$ cat config.mk
export PLATFORM = sky130hd
export DESIGN_NAME = uart_tx
export DESIGN_NICKNAME = d
export VERILOG_FILES = /design/src/rtl/global_pkg.sv /design/src/rtl/uart_baud_gen.sv /design/src/rtl/uart_tx.sv
export SDC_FILE = /design/constraint.sdc
export NUM_CORES = 1
export LEC_CHECK = 0
export ABC_AREA = 0
export CAP_MARGIN = 10
export CORE_ASPECT_RATIO = 0.9
export CORE_MARGIN = 1.5
export CORE_UTILIZATION = 50
export DETAILED_ROUTE_END_ITERATION = 10
export PLACE_DENSITY_LB_ADDON = 0.05
export SYNTH_ARGS = -nofsm -noshare
export SYNTH_HDL_FRONTEND = slang
export SYNTH_SLANG_ARGS = --single-unit
$ cat constraint.sdc
create_clock -name Clk -period 1.8 [get_ports Clk]
set_input_delay 0.54 -clock Clk [delete_from_list [all_inputs] [get_ports Clk]]
set_output_delay 0.54 -clock Clk [all_outputs]
set_load 0.01 [all_outputs]
$ cat src/rtl/global_pkg.sv
// Shared types and defaults for the serial link blocks.
// Holds the transmitter state encoding and clock/baud defaults.
package global_pkg;

    localparam int CLK_FREQ_HZ = 20_000_000;
    localparam int UART_BAUD   = 115_200;

    typedef enum logic [2:0] {
        TX_IDLE,
        TX_START,
        TX_DATA,
        TX_PARITY,
        TX_STOP
    } tx_state_t;

endpackage

$ cat src/rtl/uart_baud_gen.sv
// Bit-period cycle counter for the UART transmitter.
// Tick marks the last clock of each bit; Clear holds the count at zero.
module uart_baud_gen
    import global_pkg::*;
#(
    parameter int BIT_CYCLES = 2
) (
    input  logic Clk,
    input  logic Rst_n,
    input  logic Clear,
    output logic Tick
);

    localparam int CW = (BIT_CYCLES > 1) ? $clog2(BIT_CYCLES) : 1;
    localparam logic [CW-1:0] TERM = CW'(BIT_CYCLES - 1);

    logic [CW-1:0] cnt_q;
    logic [CW-1:0] cnt_d;

    assign Tick = (cnt_q == TERM);

    // Count 0..BIT_CYCLES-1, wrapping at terminal count or on Clear
    always_comb begin
        cnt_d = cnt_q + CW'(1);
        if (Clear || Tick) begin
            cnt_d = '0;
        end
    end

    // Cycle counter register
    always_ff @(posedge Clk or negedge Rst_n) begin
        if (!Rst_n) begin
            cnt_q <= '0;
        end else begin
            cnt_q <= cnt_d;
        end
    end

endmodule

$ cat src/rtl/uart_tx.sv
// UART transmitter: valid/ack byte intake, start/data/parity/stop framing.
// TXD is registered so the line is glitch-free and idles high.
module uart_tx
    import global_pkg::*;
#(
    parameter int CLK_FREQ  = CLK_FREQ_HZ,
    parameter int BAUD_RATE = UART_BAUD,
    parameter int PARITY_EN = 0,
    parameter int STOP_BITS = 1
) (
    input  logic       Clk,
    input  logic       Rst_n,
    input  logic [7:0] Data,
    input  logic       Valid_D,
    output logic       Ack_in,
    output logic       TX_RDY,
    output logic       TXD
);

    localparam int BIT_CYCLES = CLK_FREQ / BAUD_RATE;

    if (BIT_CYCLES < 2) begin : g_bad_baud
        $error("uart_tx: CLK_FREQ/BAUD_RATE must be at least 2");
    end
    if (STOP_BITS < 1 || STOP_BITS > 2) begin : g_bad_stop
        $error("uart_tx: STOP_BITS must be 1 or 2");
    end

    tx_state_t  state_q, state_d;
    logic [7:0] shift_q, shift_d;
    logic [2:0] bit_q,   bit_d;
    logic       par_q,   par_d;
    logic       txd_q,   txd_d;
    logic       ack_q,   ack_d;
    logic       tick;
    logic       clear;

    // Counter idles at zero so the first bit starts on the accept edge
    assign clear = (state_q == TX_IDLE);

    uart_baud_gen #(
        .BIT_CYCLES(BIT_CYCLES)
    ) u_baud (
        .Clk  (Clk),
        .Rst_n(Rst_n),
        .Clear(clear),
        .Tick (tick)
    );

    assign Ack_in = ack_q;
    assign TX_RDY = (state_q == TX_IDLE);
    assign TXD    = txd_q;

    // Next-state, shift and line level for the following clock
    always_comb begin
        state_d = state_q;
        shift_d = shift_q;
        bit_d   = bit_q;
        par_d   = par_q;
        txd_d   = txd_q;
        ack_d   = 1'b0;
        unique case (state_q)
            TX_IDLE: begin
                txd_d = 1'b1;
                if (Valid_D) begin
                    shift_d = Data;
                    par_d   = ^Data;
                    bit_d   = 3'd0;
                    ack_d   = 1'b1;
                    txd_d   = 1'b0;
                    state_d = TX_START;
                end
            end
            TX_START: begin
                if (tick) begin
                    txd_d   = shift_q[0];
                    bit_d   = 3'd0;
                    state_d = TX_DATA;
                end
            end
            TX_DATA: begin
                if (tick) begin
                    if (bit_q == 3'd7) begin
                        bit_d = 3'd0;
                        if (PARITY_EN != 0) begin
                            txd_d   = par_q;
                            state_d = TX_PARITY;
                        end else begin
                            txd_d   = 1'b1;
                            state_d = TX_STOP;
                        end
                    end else begin
                        bit_d   = bit_q + 3'd1;
                        shift_d = {1'b0, shift_q[7:1]};
                        txd_d   = shift_q[1];
                    end
                end
            end
            TX_PARITY: begin
                if (tick) begin
                    bit_d   = 3'd0;
                    txd_d   = 1'b1;
                    state_d = TX_STOP;
                end
            end
            TX_STOP: begin
                if (tick) begin
                    if (bit_q == 3'(STOP_BITS - 1)) begin
                        bit_d   = 3'd0;
                        state_d = TX_IDLE;
                    end else begin
                        bit_d = bit_q + 3'd1;
                    end
                end
            end
            default: begin
                txd_d   = 1'b1;
                state_d = TX_IDLE;
            end
        endcase
    end

    // State, shift register and output registers
    always_ff @(posedge Clk or negedge Rst_n) begin
        if (!Rst_n) begin
            state_q <= TX_IDLE;
            shift_q <= 8'h00;
            bit_q   <= 3'd0;
            par_q   <= 1'b0;
            txd_q   <= 1'b1;
            ack_q   <= 1'b0;
        end else begin
            state_q <= state_d;
            shift_q <= shift_d;
            bit_q   <= bit_d;
            par_q   <= par_d;
            txd_q   <= txd_d;
            ack_q   <= ack_d;
        end
    end

endmodule
==> Yosys cells after proc, flatten, opt, wreduce, memory -nomap -nowiden <==
Index checks and enable logic that the tools add are counted.
{ "classes": {"addsub": 2, "n_mul": 0, "div": 0, "magnitude_cmp": 0, "n_eq_ne": 15, "shifts": 0, "n_mux": 28, "bitwise": 1, "n_reduce_logical": 10} }
{ "op_table": {"columns": ["operator", "count"], "rows": [
  ["$mux 3", 13],
  ["$mux 8", 4],
  ["$pmux 8 s2", 1],
  ["$pmux 3 s5", 1],
  ["$pmux 3 s4", 1],
  ["$ne 2x1->1 const B", 5],
  ["$add 8x1->8 const B", 1],
  ["$eq 8x8->1 const B", 1],
  ["$ne 2x2->1 const B", 4],
  ["$reduce_and 4->1", 2],
  ["$mux 1", 7],
  ["$reduce_and 7->1", 1],
  ["$eq 3x2->1 const B", 2],
  ["$eq 3x3->1 const B", 2],
  ["$logic_not 3->1", 2],
  ["$pmux 1 s5", 1],
  ["$reduce_and 5->1", 1],
  ["$reduce_bool 4->1", 1],
  ["$add 3x1->3 const B", 1],
  ["$eq 3x1->1 const B", 1],
  ["$reduce_bool 2->1", 1],
  ["$reduce_or 2->1", 1],
  ["$logic_or 1x1->1", 1],
  ["$not 1->1", 1]
]} }
{ "word_totals": {"register_bits": 24, "latch_bits": 0, "mem_bits_rw": 0, "rom_bits": 0, "inputBits": 11, "memories": 0} }

==> Logic depth before layout (Yosys ltp) <==
{ "logic_depth": {"ltp_word": 4, "depth_mapped": 7, "depth_no_buf": 6} }

==> By module <==
A second synthesis with hierarchy kept.
{ "hier_totals": {"cells_unflattened": 140, "hier_area_um2": 1387.6} }
{ "modules_own_cells": {"columns": ["module", "instances", "cells_each", "area_per_inst_um2", "seq_area_each_um2"], "rows": [
  ["uart_tx", 1, 97, 962.2, 401.6],
  ["uart_baud_gen", 1, 43, 425.4, 200.2]
]} }

==> Least setup slack after synthesis <==
Ideal clock, no wire load.
{ "synth_path": {"path_type": "register to register", "start": "reg u_baud.cnt_q[0]", "end": "reg shift_q[0]", "arrival_time_ns": 1.598, "required_time_ns": 1.675, "setup_slack_ns": 0.077, "stages_incl_launch_ff": 7, "period_less_slack_ns": 1.723, "path_cell_list": "dfrtp_1 -> inv_1 -> ha_1 -> and4_4 -> and2_4 -> a41oi_4 -> mux2_2"} }
{ "synth_via": {"elab_chain_len": 3} }
{ "synth_rtl": {"columns": ["element", "line_no", "rtl"], "rows": [
  ["start, declared", "uart_baud_gen.sv:17", "logic [CW-1:0] cnt_q;"],
  ["start signal, assigned", "uart_baud_gen.sv:35", "cnt_q <= cnt_d;"],
  ["$eq 8x8->1", "uart_baud_gen.sv:20", "assign Tick = (cnt_q == TERM);"],
  ["$ne 2x1->1 (no source line)", null, null],
  ["$reduce_and 4->1 (no source line)", null, null],
  ["end signal, assigned", "uart_tx.sv:134", "shift_q <= shift_d;"],
  ["end, declared", "uart_tx.sv:30", "logic [7:0] shift_q, shift_d;"]
]} }
Every way passes these cells.
A chain may end at the register's enable or synchronous reset.

==> Worst setup path after layout <==
{ "layout_path": {"start": "reg u_baud.cnt_q[0]", "end": "reg shift_q[6]"} }
Same word-level chain as after synthesis.

==> reports/qor.txt <==
Hold Crit Class -> flop to flop
Setup Skew -> 4.385 ps
Die area -> 3016 µm²
Hold buffers post-CTS -> 0
Fmax -> 0.5734 GHz
Remaining DRCs -> 0
Static Leak -> 0.7781 nW
Sequential-to-total area share from yosys stat -> 44.66%
Reg2reg setup slack -> 60 ps
FP Rows -> 17
Non-Filler Instances -> 173
Crit path time final -> 1744 ps
Yosys reg bits -> 24
Met3 GRT Util -> 5.185%
Max IR drop VDD -> 0.0005811 V
Final ANT Viol Nets -> 0
P_sw -> 189.2 µW
Worst EP arrival -> 1970 ps
Adder-cell area share of the yosys netlist -> 4.643%
Final hold vios -> 0
Xor/xnor share of the synthesized area -> 3.900%
Clk buf depth -> 2
H-tree depth -> 1
Global-route wire length before repair -> 4036 µm
Worst endpoint required time -> 2020 ps
Via count -> 967
Synth Instances -> 121
Run status -> completed
CTS tree -> built
Dominant cells by area after synthesis -> dfrtp_1 (43%), mux2_2 (13%), ha_1 (4.6%)
Ys async rst share -> 100.0%
WS Path Type -> flop to flop
Area share of the largest cell type after synthesis -> 42.71%
Initial Utilization -> 53.69%
N_diodes -> 0
Largest net degree at the start of global routing -> 25
Share of power burned in combinational logic -> 5.4%
Worst-margin pin slew -> 296.6 ps
Sequential power share -> 55.4%
Post-synthesis mux area share -> 15.60%
Post-synth EDFFs -> 0
CP peak stage delay -> 370 ps
IO buf count -> 13
Final setup margin -> 56.06 ps
Grt peak-use layer -> met2
Syn Area/Cell -> 11.14 µm²
Core footprint -> 2510 µm²
CP cell instances -> inv_1, ha_1, and4_4, and2_4, a41oi_4, buf_12, mux2_2
Sw frac -> 18.95%
Warnings from Yosys -> 0
# clock sinks -> 24
Slowest cell on crit path -> dfrtp_1
CTS Root Cell -> clkbuf_4
Max-slew violations -> 0
Core Util, Final -> 65.45%
Place WS -> -306.7 ps
Post-synthesis simple-gate area fraction -> 18.94%
Ratio of cells with drive above 1 in the final layout -> 28.97%
Synthesized cell area -> 1348 µm²
Met2 Resource Use GR -> 29.73%
Max-cap viol count -> 0
Die X -> 57.72 µm
Main combinational cell family by area after synthesis -> simple AND/OR/NAND/NOR gates
Antenna violations before repair -> 0
Most used flip-flop cell after synthesis -> dfrtp_1
Starting DRT DRC Count -> 41
Clk pwr share -> 39.2%
Overall Global Routing Usage -> 17.95%
Final period util -> 96.89%
Syn_nets -> 137
Synth cell count leaders -> dfrtp_1 (23), mux2_2 (15), nor2_1 (10)
Count of endpoints failing setup in the final report -> 0
Count leader, synth -> dfrtp_1
Crit-path max FO -> 8
Clk slew on worst S/H paths -> 130 ps
Routed WL -> 2313 µm
Clk_lat worst skew -> 320 ps
Crit path capture type -> flop
Slew headroom -> 80.04%
CP bufs+invs -> 2
Power per cell area -> 607.6 nW/µm²
Wirelength per Cell -> 13.37 µm
Placer Congestion -> 0.7785
Area fraction in compound gates after synthesis -> 8.171%
Startpoint Class -> flop
Yosys top cell by area -> dfrtp_1
P&R area growth vs syn -> 21.91%
Drt via density -> 5.590
Num CTS Buffers -> 3
Met1 Use GR -> 22.68%
Internal power -> 809.1 µW
Number of global-route vias before repair -> 915
DIE HEIGHT -> 52.25 µm
Nets -> 162
Cell Count Post-Placement -> 168
Grt ovf -> 0
Dpl hpwl -> 1713 µm
I/O pin count -> 14
Synth unique cells -> 40
Drt pass-1 iters -> 4
Crit path max-delay family -> flip-flops
[worst paths after layout]
path | endpoint | startpoint | depth (start not counted)
min in group asynchronous | state_q[1] | Rst_n | 2
max in group asynchronous | TXD | Rst_n | 2
worst max register to register | shift_q[6] | u_baud.cnt_q[0] | 7
worst min register to register | shift_q[2] | shift_q[2] | 1
worst min-delay path | shift_q[2] | shift_q[2] | 1
worst max-delay path | shift_q[6] | u_baud.cnt_q[0] | 7
[worst register-to-register path, cell delays in order (launching register included)]
cell and delay [ps]:
dfrtp_1 370, inv_1 40, ha_1 190, and4_4 160, and2_4 170, a41oi_4 220
buf_12 150, mux2_2 330
[layout by cell type, fill, tap and decap left out, types with 2 or more instances in the layout]
cell type / n
a21oi_1: 6
buf_4: 9
clkbuf_4: 3
clkdlybuf4s50_1: 9
dfrtp_1: 23
dlymetal6s2s_1: 2
ha_1: 5
inv_1: 8
mux2_2: 15
mux2i_1: 3
nand2_1: 5
nand2b_1: 4
nand3_1: 3
nand4_1: 3
nor2_1: 10
nor3_2: 2
o21ai_0: 2
xor2_1: 5
[layout make-up]
| type | count | area [µm²] |
|---|---|---|
| multi-input combinational | 85 | 695.7 |
| inverter | 8 | 30.03 |
| fill | 193 | 867.1 |
| clock buffer | 3 | 22.52 |
| clock inverter | 1 | 30.03 |
| tap | 28 | 35.03 |
| sequential | 24 | 601.8 |
| timing repair buffer | 24 | 227.7 |
[routing by layer]
| metal | routed length [µm] | part of all wire, % |
|---|---|---|
| met5 | 0 | 0 |
| met4 | 30 | 1.3 |
| met3 | 78 | 3.4 |
| met2 | 1129 | 49 |
| met1 | 1075 | 46 |
[power groups by stage]
stage / Clock [mW] / Combinational (mW) / Sequential [mW]
2_1_floorplan: 0 / 0.0179 / 0.561
3_3_place_gp: 0 / 0.0543 / 0.562
3_5_place_dp: 0 / 0.0560 / 0.563
4_1_cts: 0.406 / 0.0563 / 0.553
5_1_grt: 0.426 / 0.0607 / 0.554
6_report: 0.391 / 0.0541 / 0.553
[flip-flops by register name (all words and copies together), names as in the netlist]
| register | flops |
|---|---|
| bit_q | 3 |
| state_q | 3 |
| shift_q | 8 |
| u_baud.cnt_q | 8 |
| TXD | 1 |
| Ack_in | 1 |
[cell families after synthesis]
group                      Yosys count
AOI/OAI and AO/OA                   14
xor gates and xnor gates             6
adders and majority gates            5
buffers and inverters               12
DFF                                 24
muxes                               19
and+or+nand+nor                     41
[timing repair]
action                                  4_1_cts  5_1_grt
endpoints found under the setup margin        4        3
pin swaps                                     1        2
resized for setup                             3        5
setup buffers                                 0        1
[metrics by stage]
step	hold WS (ps)	area [µm²]	total power [mW]	TNS (ps)
floorplan	244.4	1348	0.5793	0
global placement	482.0	1563	0.6167	-2294
detailed placement	492.5	1563	0.6191	-2430
CTS	525.0	1618	1.016	0
global route	545.8	1643	1.040	-1.656
finish	519.4	1643	0.9982	0
Note: power is estimated with default switching activity, not from simulation.
